### src/rtl/seg7_debug_display_pkg.sv
// Shared constants for the seven-segment debug display: source-select codes
// and the active-low hex glyph table ({g,f,e,d,c,b,a}).
package seg7_debug_display_pkg;

    localparam logic [1:0] SRC_PC   = 2'd0;
    localparam logic [1:0] SRC_INST = 2'd1;
    localparam logic [1:0] SRC_R    = 2'd2;
    localparam logic [1:0] SRC_DOUT = 2'd3;

    localparam logic [6:0] SEG_TABLE [16] = '{
        7'h40, 7'h79, 7'h24, 7'h30, 7'h19, 7'h12, 7'h02, 7'h78,
        7'h00, 7'h10, 7'h08, 7'h03, 7'h46, 7'h21, 7'h06, 7'h0E
    };

endpackage

### src/rtl/seg7_debug_display_btn_debounce.sv
// Push-button conditioner: 2-flop synchronizer, stability counter and a
// one-cycle pulse coincident with the accepted rising level.
module btn_debounce #(
    parameter int DB_CYCLES = 1000000
) (
    input  logic Clk,
    input  logic Clrn,
    input  logic raw,
    output logic level,
    output logic rise
);

    localparam int CW = (DB_CYCLES > 1) ? $clog2(DB_CYCLES) : 1;

    logic          sync_1;
    logic          sync_2;
    logic [CW-1:0] cnt;
    logic          accept;

    // Accept fires on the cycle the counter has seen DB_CYCLES differing samples.
    assign accept = (sync_2 != level) && (cnt == CW'(DB_CYCLES - 1));
    assign rise   = accept && sync_2;

    always_ff @(posedge Clk or negedge Clrn) begin
        if (!Clrn) begin
            sync_1 <= 1'b0;
            sync_2 <= 1'b0;
            cnt    <= '0;
            level  <= 1'b0;
        end else begin
            sync_1 <= raw;
            sync_2 <= sync_1;
            if (sync_2 == level) begin
                cnt <= '0;
            end else if (accept) begin
                level <= sync_2;
                cnt   <= '0;
            end else begin
                cnt <= cnt + 1'b1;
            end
        end
    end

endmodule

### src/rtl/seg7_debug_display.sv
// Multiplexed 8-digit hex display of one CPU debug word; button cycles the
// source, Freeze holds the snapshot while scanning continues.
module seg7_debug_display
    import seg7_debug_display_pkg::*;
#(
    parameter int SCAN_DIV  = 100000,
    parameter int DB_CYCLES = 1000000
) (
    input  logic        Clk,
    input  logic        Clrn,
    input  logic [31:0] PC,
    input  logic [31:0] Inst,
    input  logic [31:0] R,
    input  logic [31:0] Date_out,
    input  logic        Btn,
    input  logic        Freeze,
    output logic [1:0]  Src,
    output logic [7:0]  An,
    output logic [7:0]  Seg
);

    localparam int PW = (SCAN_DIV > 1) ? $clog2(SCAN_DIV) : 1;

    logic [PW-1:0] pre;
    logic          tick;
    logic [2:0]    digit;
    logic [1:0]    src;
    logic          src_chg;
    logic [31:0]   disp_val;
    logic [31:0]   sel_word;
    logic [3:0]    nib;
    logic          load;
    logic          btn_level;
    logic          btn_rise;

    btn_debounce #(
        .DB_CYCLES(DB_CYCLES)
    ) u_btn (
        .Clk  (Clk),
        .Clrn (Clrn),
        .raw  (Btn),
        .level(btn_level),
        .rise (btn_rise)
    );

    assign tick = (pre == PW'(SCAN_DIV - 1));
    assign nib  = disp_val[{digit, 2'b00} +: 4];

    always_comb begin
        sel_word = PC;
        case (src)
            SRC_PC:   sel_word = PC;
            SRC_INST: sel_word = Inst;
            SRC_R:    sel_word = R;
            SRC_DOUT: sel_word = Date_out;
            default:  sel_word = PC;
        endcase
    end

    // Snapshot at frame boundary, or one cycle after a source change so the
    // new source shows without waiting a whole frame.
    assign load = !Freeze && ((tick && (digit == 3'd7)) || src_chg);

    always_ff @(posedge Clk or negedge Clrn) begin
        if (!Clrn) begin
            pre      <= '0;
            digit    <= '0;
            src      <= SRC_PC;
            src_chg  <= 1'b0;
            disp_val <= '0;
            An       <= 8'hFF;
            Seg      <= 8'hFF;
        end else begin
            pre     <= tick ? '0 : pre + 1'b1;
            src_chg <= btn_rise;
            if (tick)
                digit <= digit + 1'b1;
            if (btn_rise)
                src <= src + 1'b1;
            if (load)
                disp_val <= sel_word;
            An  <= ~(8'b1 << digit);
            Seg <= {({1'b0, src} != digit), SEG_TABLE[nib]};
        end
    end

    assign Src = src;

endmodule

### config.mk
export PLATFORM = sky130hd
export DESIGN_NAME = seg7_debug_display
export DESIGN_NICKNAME = d
export VERILOG_FILES = /design/src/rtl/seg7_debug_display_pkg.sv /design/src/rtl/seg7_debug_display_btn_debounce.sv /design/src/rtl/seg7_debug_display.sv
export SDC_FILE = /design/constraint.sdc
export NUM_CORES = 1
export LEC_CHECK = 0
export BUFFER_PORTS_ARGS = -buffer_cell sky130_fd_sc_hd__buf_2
export CORE_ASPECT_RATIO = 1.25
export CORE_MARGIN = 5
export CORE_UTILIZATION = 48
export DETAILED_ROUTE_END_ITERATION = 6
export PLACE_DENSITY = 0.77
export SYNTH_ARGS = -nofsm -noshare
export SYNTH_HDL_FRONTEND = slang
export SYNTH_SLANG_ARGS = --single-unit
### constraint.sdc
create_clock -name Clk -period 2.2 [get_ports Clk]
set_input_delay 0.33 -clock Clk [delete_from_list [all_inputs] [get_ports Clk]]
set_output_delay 0.33 -clock Clk [all_outputs]
set_load 0.1 [all_outputs]
==> impl_metrics.yaml, run 1 <==
setup_path:
  start_kind: "flop"
  worst_ep_arrival_time_ns: 2.38
  reg2reg_slack_ns: 0.04
  criticalPathCategory: "flop to flop"
  reg2regPathDepth: 7
  regToRegEndpoint: "disp_val[14]"
  regToRegStartpoint: "pre[0]"
  path_max_fanout: 16
  end_kind: "flop"
  worstPathRequired_ns: 2.42
placement:
  post-place-ws_ns: 0.02944
  dp_hpwl_um: 9593
  dp.cells: 740
  place_congestion: 0.8663
  io_buffer_count: 149
grt:
  antenna_found_initial: 0
  grt_util_all_layers_pct: 19.72
  overflow: 0
  grt_pass1_vias: 4295
  grt_start_max_net_pins: 43
  grt_pass1_wl_um: 20650
route:
  drc: 11
  vias: 4256
  wl_um: 12860
  vias_per_cell: 5.607
  antenna_left: 0
  wl_per_cell_um: 16.94
  dr.pass1.iters: 7
  drt-initial-drc-count: 336
min_path:
  hold_path_class: "input pin to flop"
  hp-start: "Btn"
  worst_hold_path.num_cells: 1
  hold_end: "u_btn.sync_1"
die:
  design.core.area_mm2: 0.01062
  initial_core_util_pct: 49.32
  die-area_mm2: 0.01311
  die_h_um: 126.8
  pin_count: 150
  row_count: 42
  fp.dieW_um: 103.4
timing:
  finalHoldViolCount: 0
  slew-limit-headroom_pct: 64.13
  period_needed_ns: 2.161
  setup_tns_ns: 0
  finalSetupViolations: 0
  period_share_pct: 98.23
  setup_slack_ns: 0.03889
  max_freq_mhz: 462.7
  worst_clock_skew_ns: 0.006731
  worst_slew_pin_slew_ns: 0.5380
  slew_viol_final: 0
yosys:
  synth_top_family_by_area: "multiplexers"
  synth_compound_area_share_pct: 9.273
  ys_seq_area_share_pct: 45.32
  ys_seq_elements: 94
  synthCells: 468
  synth_cell_type_count: 43
  yosys.area_share.adder_pct: 4.063
  yosys.area_share.simple_pct: 10.87
  yosys_warnings: 0
  synth_top_cell_by_area: "dfrtp_1"
  synth_nets: 617
  synthTopCellsByArea: "dfrtp_1 (37%), dfstp_2 (8.0%), mux2_2 (8.0%)"
  synth.area.mux_share_pct: 19.96
  synth-xor-area-share_pct: 5.019
  synth_top_area_share_pct: 37.28
  netlist_area_mm2: 0.005235
  syn_area_per_cell_um2: 11.19
cts:
  htreeDepth: 3
  numCtsBuffers: 9
  clkLatencyLatePin_ns: 0.34
  clock_sinks: 94
  cts_tree: "yes"
  clockRootBuffer: "clkbuf_16"
  path_clk_slew_ns: 0.06
  clockBufferDepth: 2
finish:
  fin_nets: 771
  final_cell_mix: "buf_2 (148), dfrtp_1 (75), inv_1 (46)"
  diodes: 0
  layout_commonest_cell: "buf_2"
  drive_above_1_share_pct: 41.15
  synthToLayoutAreaGrowth_pct: 25.74
  final_cells: 759
power:
  cellPowerDensity_mw_per_mm2: 520.1
  ir_drop_mv: 0.3670
  power.total_mw: 3.424
  p_leak_nw: 3.394
run_status:
  status: "complete, but fails checks"
  violations: "DRC"
job:
  maxCapViolCount: 0
area by class of cell:
cell class / count / area, um2
Fill cell: 848 / 4033
Multi-Input combinational cell: 302 / 2610
Sequential cell: 94 / 2376
Timing Repair Buffer: 168 / 973.4
Clock buffer: 16 / 281.5
Inverter: 47 / 176.4
Tap cell: 132 / 165.2
repair_timing:
item,CTS,global route
buffers inserted,0,1
hold buffers,1,0
endpoints found under the setup margin,0,31
gates resized for setup,0,6
endpoints found under the hold margin,24,0
state kept, by name (all words and copies together) (netlist names):
| signal | cells |
|---|---|
| disp_val | 32 |
| u_btn.cnt | 20 |
| pre | 17 |
| An | 8 |
| Seg | 8 |
| digit | 3 |
| Src | 2 |
| src_chg | 1 |
| u_btn.level | 1 |
| u_btn.sync_1 | 1 |
| u_btn.sync_2 | 1 |
synth_stat cells (all sizes together):
master and count:
nor3 8, clkbuf 18, xnor2 18, mux4 8, xor2 12, nor2b 1, o21ai 8, a211o 1
nor4b 1, o41ai 1, nand2b 3, dfstp 16, nand2 22, nor4 4, ha 17, and3 5
nand4 7, a21oi 9, a22o 1, nand4b 1, nor3b 1, o2bb2ai 1, and4 2, buf 7
nand3 15, dfrtp 78, a222oi 32, mux2 38, mux2i 42, or3 8, or4 5, o31ai 5
nor2 26, inv 47
critical path, stage by stage, from the launching register on:
cell,delay (ns)
dfrtp_1,0.39
ha_2,0.21
and4_1,0.24
nand2_2,0.10
o41ai_4,0.36
buf_4,0.20
clkbuf_16,0.19
mux2_2,0.34
layer usage:
metal	vias up	global-route usage [%]	part of all wire, %
li1	2019	-	-
met1	2075	26.14	43
met2	146	32.43	50
met3	16	4.613	6.3
met4	0	4.878	1.2
met5	-	0	0
cell families after synthesis:
logic type | Yosys count
DFF | 94
and+or+nand+nor | 109
adders and majority gates | 17
muxes | 88
buffers and inverters | 72
AOI/OAI and AO/OA | 58
xor gates and xnor gates | 30
worst max-delay path by stage:
stage	endpoint	startpoint	slack [ns]
final	disp_val[14]	pre[0]	0.04
after detailed placement	Seg[4]	digit[0]	0.03
after global routing	disp_val[30]	pre[0]	-0.03
after CTS	Seg[4]	digit[0]	0.02
after floorplan	disp_val[23]	Src[0]	0.04
after global placement	disp_val[11]	pre[0]	0.12
stage by stage:
stage / hold slack (ns) / utilization, % / cell area [um2]
2_1_floorplan: 0.03441 / - / 5244
4_1_cts: 0.09096 / 61.57 / 6536
5_1_grt: 0.08588 / 62.01 / 6583
3_3_place_gp: 0.3375 / 58.83 / 6245
6_report: 0.1009 / 62.01 / 6583
3_5_place_dp: 0.3393 / 58.83 / 6245
power by group:
part           switching (mW)  total, mW  internal [mW]  leakage (nW)
registers             0.00687       1.74           1.74          1.23
logic                   0.101      0.211          0.109          2.03
clock network           0.609       1.47          0.861         0.137
total                   0.717       3.42           2.71          3.39
(Power assumes the default switching activity.)
==> inputs of run 2 (changes only) <==
- BUFFER_PORTS_ARGS: -buffer_cell sky130_fd_sc_hd__buf_2 -> -buffer_cell sky130_fd_sc_hd__buf_4
==> impl_metrics.yaml, run 2 (synthesized netlist as in run 1, its figures left out) <==
route:
  drt-initial-drc-count: 376
  wl_per_cell_um: 17.43
  wl_um: 13250
  antenna_left: 0
  vias: 4266
  drc: 4
  vias_per_cell: 5.613
  dr.pass1.iters: 7
setup_path:
  crit_path_max_incr_delay_ns: 0.39
  criticalPathCategory: "flop to flop"
  reg2reg_slack_ns: 0.04
  crit_slowest_cell: "dfrtp_1"
  path_max_fanout: 16
  start_kind: "flop"
  regToRegStartpoint: "pre[0]"
  path_cells: "ha_2 -> and4_1 -> nand2_2 -> o41ai_4 -> buf_4 -> clkbuf_16 -> mux2_2"
  reg2regPathDepth: 7
  regToRegEndpoint: "disp_val[10]"
  end_kind: "flop"
  worst_ep_arrival_time_ns: 2.37
  worstPathRequired_ns: 2.42
die:
  fp.dieW_um: 103.4
  pin_count: 150
  die_h_um: 126.8
  initial_core_util_pct: 49.32
  die-area_mm2: 0.01311
  design.core.area_mm2: 0.01062
  row_count: 42
cts:
  htreeDepth: 3
  clkLatencyLatePin_ns: 0.34
  clockRootBuffer: "clkbuf_16"
  numCtsBuffers: 9
  cts_tree: "yes"
  path_clk_slew_ns: 0.06
  clock_sinks: 94
  clockBufferDepth: 2
finish:
  final_cells: 760
  largest_reg_flops: 32
  layout_commonest_cell: "buf_4"
  final_cell_mix: "buf_4 (161), dfrtp_1 (76), inv_1 (46)"
  regArea_mm2: 0.002375
  multi_input_area_mm2: 0.002619
  diodes: 0
  reg.largest.list: "disp_val: 32 flops, u_btn.cnt: 20 flops, pre: 17 flops"
  regMostFlops: "disp_val"
  drive_above_1_share_pct: 41.56
  fin_nets: 772
  n_fill_cell: 802
  final_util_pct: 65.95
  synthToLayoutAreaGrowth_pct: 33.72
placement:
  dp.cells: 741
  io_buffer_count: 149
  place_congestion: 0.8334
  dp_hpwl_um: 10080
grt:
  grt_pass1_wl_um: 21460
  grt_pass1_vias: 4427
  grt_util_all_layers_pct: 20.52
  overflow: 0
  grt_start_max_net_pins: 42
  antenna_found_initial: 0
timing:
  hold_slack_ns: 0.1027
  period_needed_ns: 2.157
  finalSetupViolations: 0
  worst_clock_skew_ns: 0.007151
  finalHoldViolCount: 0
  max_freq_mhz: 463.5
  slew-limit-headroom_pct: 65.91
  slew_viol_final: 0
  period_share_pct: 98.06
  worst_slew_pin_slew_ns: 0.5066
power:
  p_leak_nw: 3.547
  p_seq_share_pct: 48.7
  power_frac_comb_pct: 7.7
  p_int_mw: 2.847
  p_sw_share_pct: 20.43
  power.total_mw: 3.578
  cellPowerDensity_mw_per_mm2: 511.2
  ir_drop_mv: 0.2806
  p_switching_mw: 0.7311
  clkPwrFrac_pct: 43.6
run_status:
  violations: "DRC"
  status: "complete, but fails checks"
min_path:
  hp-start: "Btn"
  worst_hold_path.num_cells: 1
  hold_path_class: "input pin to flop"
  hold_end: "u_btn.sync_1"
job:
  maxCapViolCount: 0
==> run 2: cell count changes in the layout (fill, tap and decap cells not counted), moves of 3 or more <==
cell,change
buf_2,-148
clkinv_2,+3
buf_4,+148
clkbuf_1,-3
==> run 2: final cells by class <==
| type | instances | area share (%) |
|---|---|---|
| well taps | 132 | 2.359 |
| repair buffers | 169 | 19.48 |
| inverters | 47 | 2.520 |
| multi-input cells | 302 | 37.41 |
| clock buffers | 12 | 3.664 |
| clock inverters | 4 | 0.6434 |
| flip-flops and latches | 94 | 33.92 |
==> run 2: power by group through the flow <==
| stage | Clock, mW | Sequential, mW | Combinational [mW] |
|---|---|---|---|
| after floorplan | 0 | 1.77 | 0.0399 |
| after global placement | 0 | 1.77 | 0.268 |
| after detailed placement | 0 | 1.77 | 0.276 |
| after CTS | 1.59 | 1.74 | 0.278 |
| after global routing | 1.66 | 1.74 | 0.303 |
| final | 1.56 | 1.74 | 0.275 |
==> run 2: metal layers <==
metal	GRT usage (%)	vias to the layer above	wire, um	share of wire [%]
met5	0	-	0	0
met4	7.622	0	323	2.4
met3	3.515	28	736	5.6
met2	33.18	131	6685	50
met1	27.36	2085	5506	42
li1	-	2022	-	-
==> run 2: worst max path at each step <==
stage / from / slack, ns / to
finish: pre[0] / 0.04 / disp_val[10]
global route: pre[0] / -0.04 / disp_val[10]
CTS: digit[0] / 0.04 / Seg[0]
detailed placement: digit[0] / 0.05 / Seg[0]
global placement: u_btn.cnt[0] / 0.14 / u_btn.cnt[18]
floorplan: Src[0] / 0.04 / disp_val[23]
==> run 2: through the flow <==
| step | instance area, um2 | setup TNS [ns] | setup slack [ns] |
|---|---|---|---|
| after global routing | 7000 | -0.9215 | -0.04012 |
| after global placement | 6635 | 0 | 0.1388 |
| after floorplan | 5244 | 0 | 0.04111 |
| after detailed placement | 6635 | 0 | 0.04957 |
| after CTS | 6947 | 0 | 0.03763 |
| final | 7000 | 0 | 0.04272 |
==> run 2: timing repair <==
item	in CTS	in global routing
resized for setup	0	5
hold endpoints to repair	18	0
buffers inserted	0	1
hold buffers	1	0
setup endpoints to repair	0	40
==> run 2: worst max-delay path, delay by kind of cell, from the launching register on <==
family / cells / cell delay (ns)
AOI/OAI and AO/OA: 1 / 0.37
adders and majority gates: 1 / 0.22
buffers and inverters: 2 / 0.39
DFF: 1 / 0.39
muxes: 1 / 0.34
and+or+nand+nor: 2 / 0.32
==> inputs of run 3 (changes only) <==
--- a/constraint.sdc
+++ b/constraint.sdc
@@ -3,2 +3,2 @@
 set_output_delay 0.33 -clock Clk [all_outputs]
-set_load 0.1 [all_outputs]
+set_load 0.01 [all_outputs]
==> impl_metrics.yaml, run 3 (synthesized netlist as in run 1, its figures left out) <==
finish:
  largest_reg_flops: 32
  final_cell_mix: "buf_4 (165), dfrtp_1 (77), inv_1 (46)"
  design_area_mm2: 0.007121
  fin_nets: 779
  reg.largest.list: "disp_val: 32 flops, u_btn.cnt: 20 flops, pre: 17 flops"
  layout_commonest_cell: "buf_4"
  diodes: 0
  regMostFlops: "disp_val"
  drive_above_1_share_pct: 42.20
  n_fill_cell: 801
  final_util_pct: 67.08
  synthToLayoutAreaGrowth_pct: 36.02
timing:
  period_needed_ns: 2.145
  finalHoldViolCount: 0
  period_share_pct: 97.52
  finalSetupViolations: 0
  slew_viol_final: 0
  setup_slack_ns: 0.05453
  setup_tns_ns: 0
  worst_slew_pin_slew_ns: 0.5283
  slew-limit-headroom_pct: 64.45
  max_freq_mhz: 466.1
  worst_clock_skew_ns: 0.01012
placement:
  dp_hpwl_um: 10010
  post-place-ws_ns: 0.05275
  place_congestion: 0.8700
  io_buffer_count: 149
  place_area_mm2: 0.006624
setup_path:
  crit_slowest_cell: "mux4_2"
  regToRegEndpoint: "Seg[4]"
  worstPathRequired_ns: 2.45
  regToRegStartpoint: "digit[0]"
  worst_ep_arrival_time_ns: 2.40
  crit_path_max_incr_delay_ns: 0.53
  path_max_fanout: 6
  reg2reg_slack_ns: 0.05
  start_kind: "flop"
  criticalPathCategory: "flop to flop"
  critPathTopFamily: "multiplexers"
  path_buf_inv: 2
  end_kind: "flop"
  path_cells: "buf_12 -> mux4_2 -> mux2i_4 -> inv_1 -> ha_1 -> mux2_2 -> o21ai_0"
  reg2regPathDepth: 7
route:
  drc: 14
  antenna_left: 0
  vias_per_cell: 5.692
  vias: 4366
  drt-initial-drc-count: 339
  wl_per_cell_um: 18.23
  dr.pass1.iters: 7
  wl_um: 13990
power:
  cellPowerDensity_mw_per_mm2: 515.5
  power_frac_comb_pct: 7.5
  p_seq_share_pct: 47.5
  p_sw_share_pct: 20.72
  ir_drop_mv: 0.2844
  p_int_mw: 2.910
  clkPwrFrac_pct: 45.0
  p_switching_mw: 0.7604
  p_leak_nw: 3.587
grt:
  overflow: 0
  grt_pass1_wl_um: 21550
  grt_start_max_net_pins: 42
  antenna_found_initial: 0
  grt_util_all_layers_pct: 20.80
  grt_pass1_vias: 4499
die:
  fp.dieW_um: 103.4
  die-area_mm2: 0.01311
  pin_count: 150
  die_h_um: 126.8
  initial_core_util_pct: 49.32
  design.core.area_mm2: 0.01062
  row_count: 42
min_path:
  worst_hold_path.num_cells: 1
  hold_path_class: "input pin to flop"
  hp-start: "Btn"
  hold_end: "u_btn.sync_1"
cts:
  clockRootBuffer: "clkbuf_16"
  htreeDepth: 3
  clock_sinks: 94
  numCtsBuffers: 9
  path_clk_slew_ns: 0.07
  cts_tree: "yes"
  clockBufferDepth: 2
  clkLatencyLatePin_ns: 0.34
run_status:
  status: "complete, but fails checks"
  violations: "DRC"
job:
  maxCapViolCount: 0
[run 3: cell count changes in the layout (fill, tap and decap cells not counted), moves of 2 or more]
cell,delta
buf_4,+4
clkbuf_16,+2
clkbuf_8,-2
clkinv_2,-3
clkinvlp_4,+2
ha_1,-2
[run 3: how the worst max path moves through the flow]
stage | start | to | slack, ns | depth (start not counted)
2_1_floorplan | digit[0] | Seg[4] | -0.006 | 7
3_3_place_gp | pre[0] | disp_val[8] | 0.14 | 6
3_5_place_dp | u_btn.cnt[0] | u_btn.cnt[18] | 0.05 | 5
4_1_cts | u_btn.cnt[0] | u_btn.cnt[14] | 0.002 | 5
5_1_grt | digit[0] | Seg[0] | -0.01 | 7
6_report | digit[0] | Seg[4] | 0.05 | 7
[run 3: layer usage]
metal	vias to the layer above	part of all wire, %	GRT usage [%]
li1	2034	-	-
met1	2158	40	26.74
met2	152	52	35.21
met3	22	5.8	3.954
met4	0	1.7	6.174
met5	-	0	0
[run 3: final cells by class]
type                       instances  area, um2  share of cell area, %
multi-input combinational        302       2639                  37.06
inverter                          47      176.4                  2.478
clock inverter                     5      83.83                  1.177
sequential                        94       2374                  33.33
clock buffer                      11      232.7                  3.268
tap                              132      165.2                  2.319
timing repair buffer             176       1450                  20.37
[run 3: stage by stage]
step                hold WS [ns]  std cells  power [mW]
floorplan                0.03441        468       1.813
CTS                      0.09088        758       3.695
global placement          0.3333        741       2.040
finish                   0.09732        767       3.671
detailed placement        0.3347        741       2.048
global route             0.08736        767       3.787
[run 3: worst reg2reg max path, delay by kind of cell, from the launching register on]
family | cells | cell delay, ns
flip-flops | 1 | 0.42
buffers and inverters | 2 | 0.23
multiplexers | 3 | 0.99
adder cells (fa/ha/maj) | 1 | 0.24
AO/OA/AOI/OAI | 1 | 0.17
[run 3: power by group through the flow]
stage / sequential, mW / clock, mW / combinational [mW]
global placement: 1.77 / 0 / 0.267
finish: 1.74 / 1.65 / 0.275
floorplan: 1.77 / 0 / 0.0399
CTS: 1.74 / 1.68 / 0.277
global route: 1.74 / 1.74 / 0.303
detailed placement: 1.77 / 0 / 0.274
[run 3: repair_timing]
action,4_1_cts,5_1_grt
setup endpoints to repair,0,36
hold buffers,1,0
setup buffers,0,5
resized for setup,0,10
hold endpoints to repair,23,0
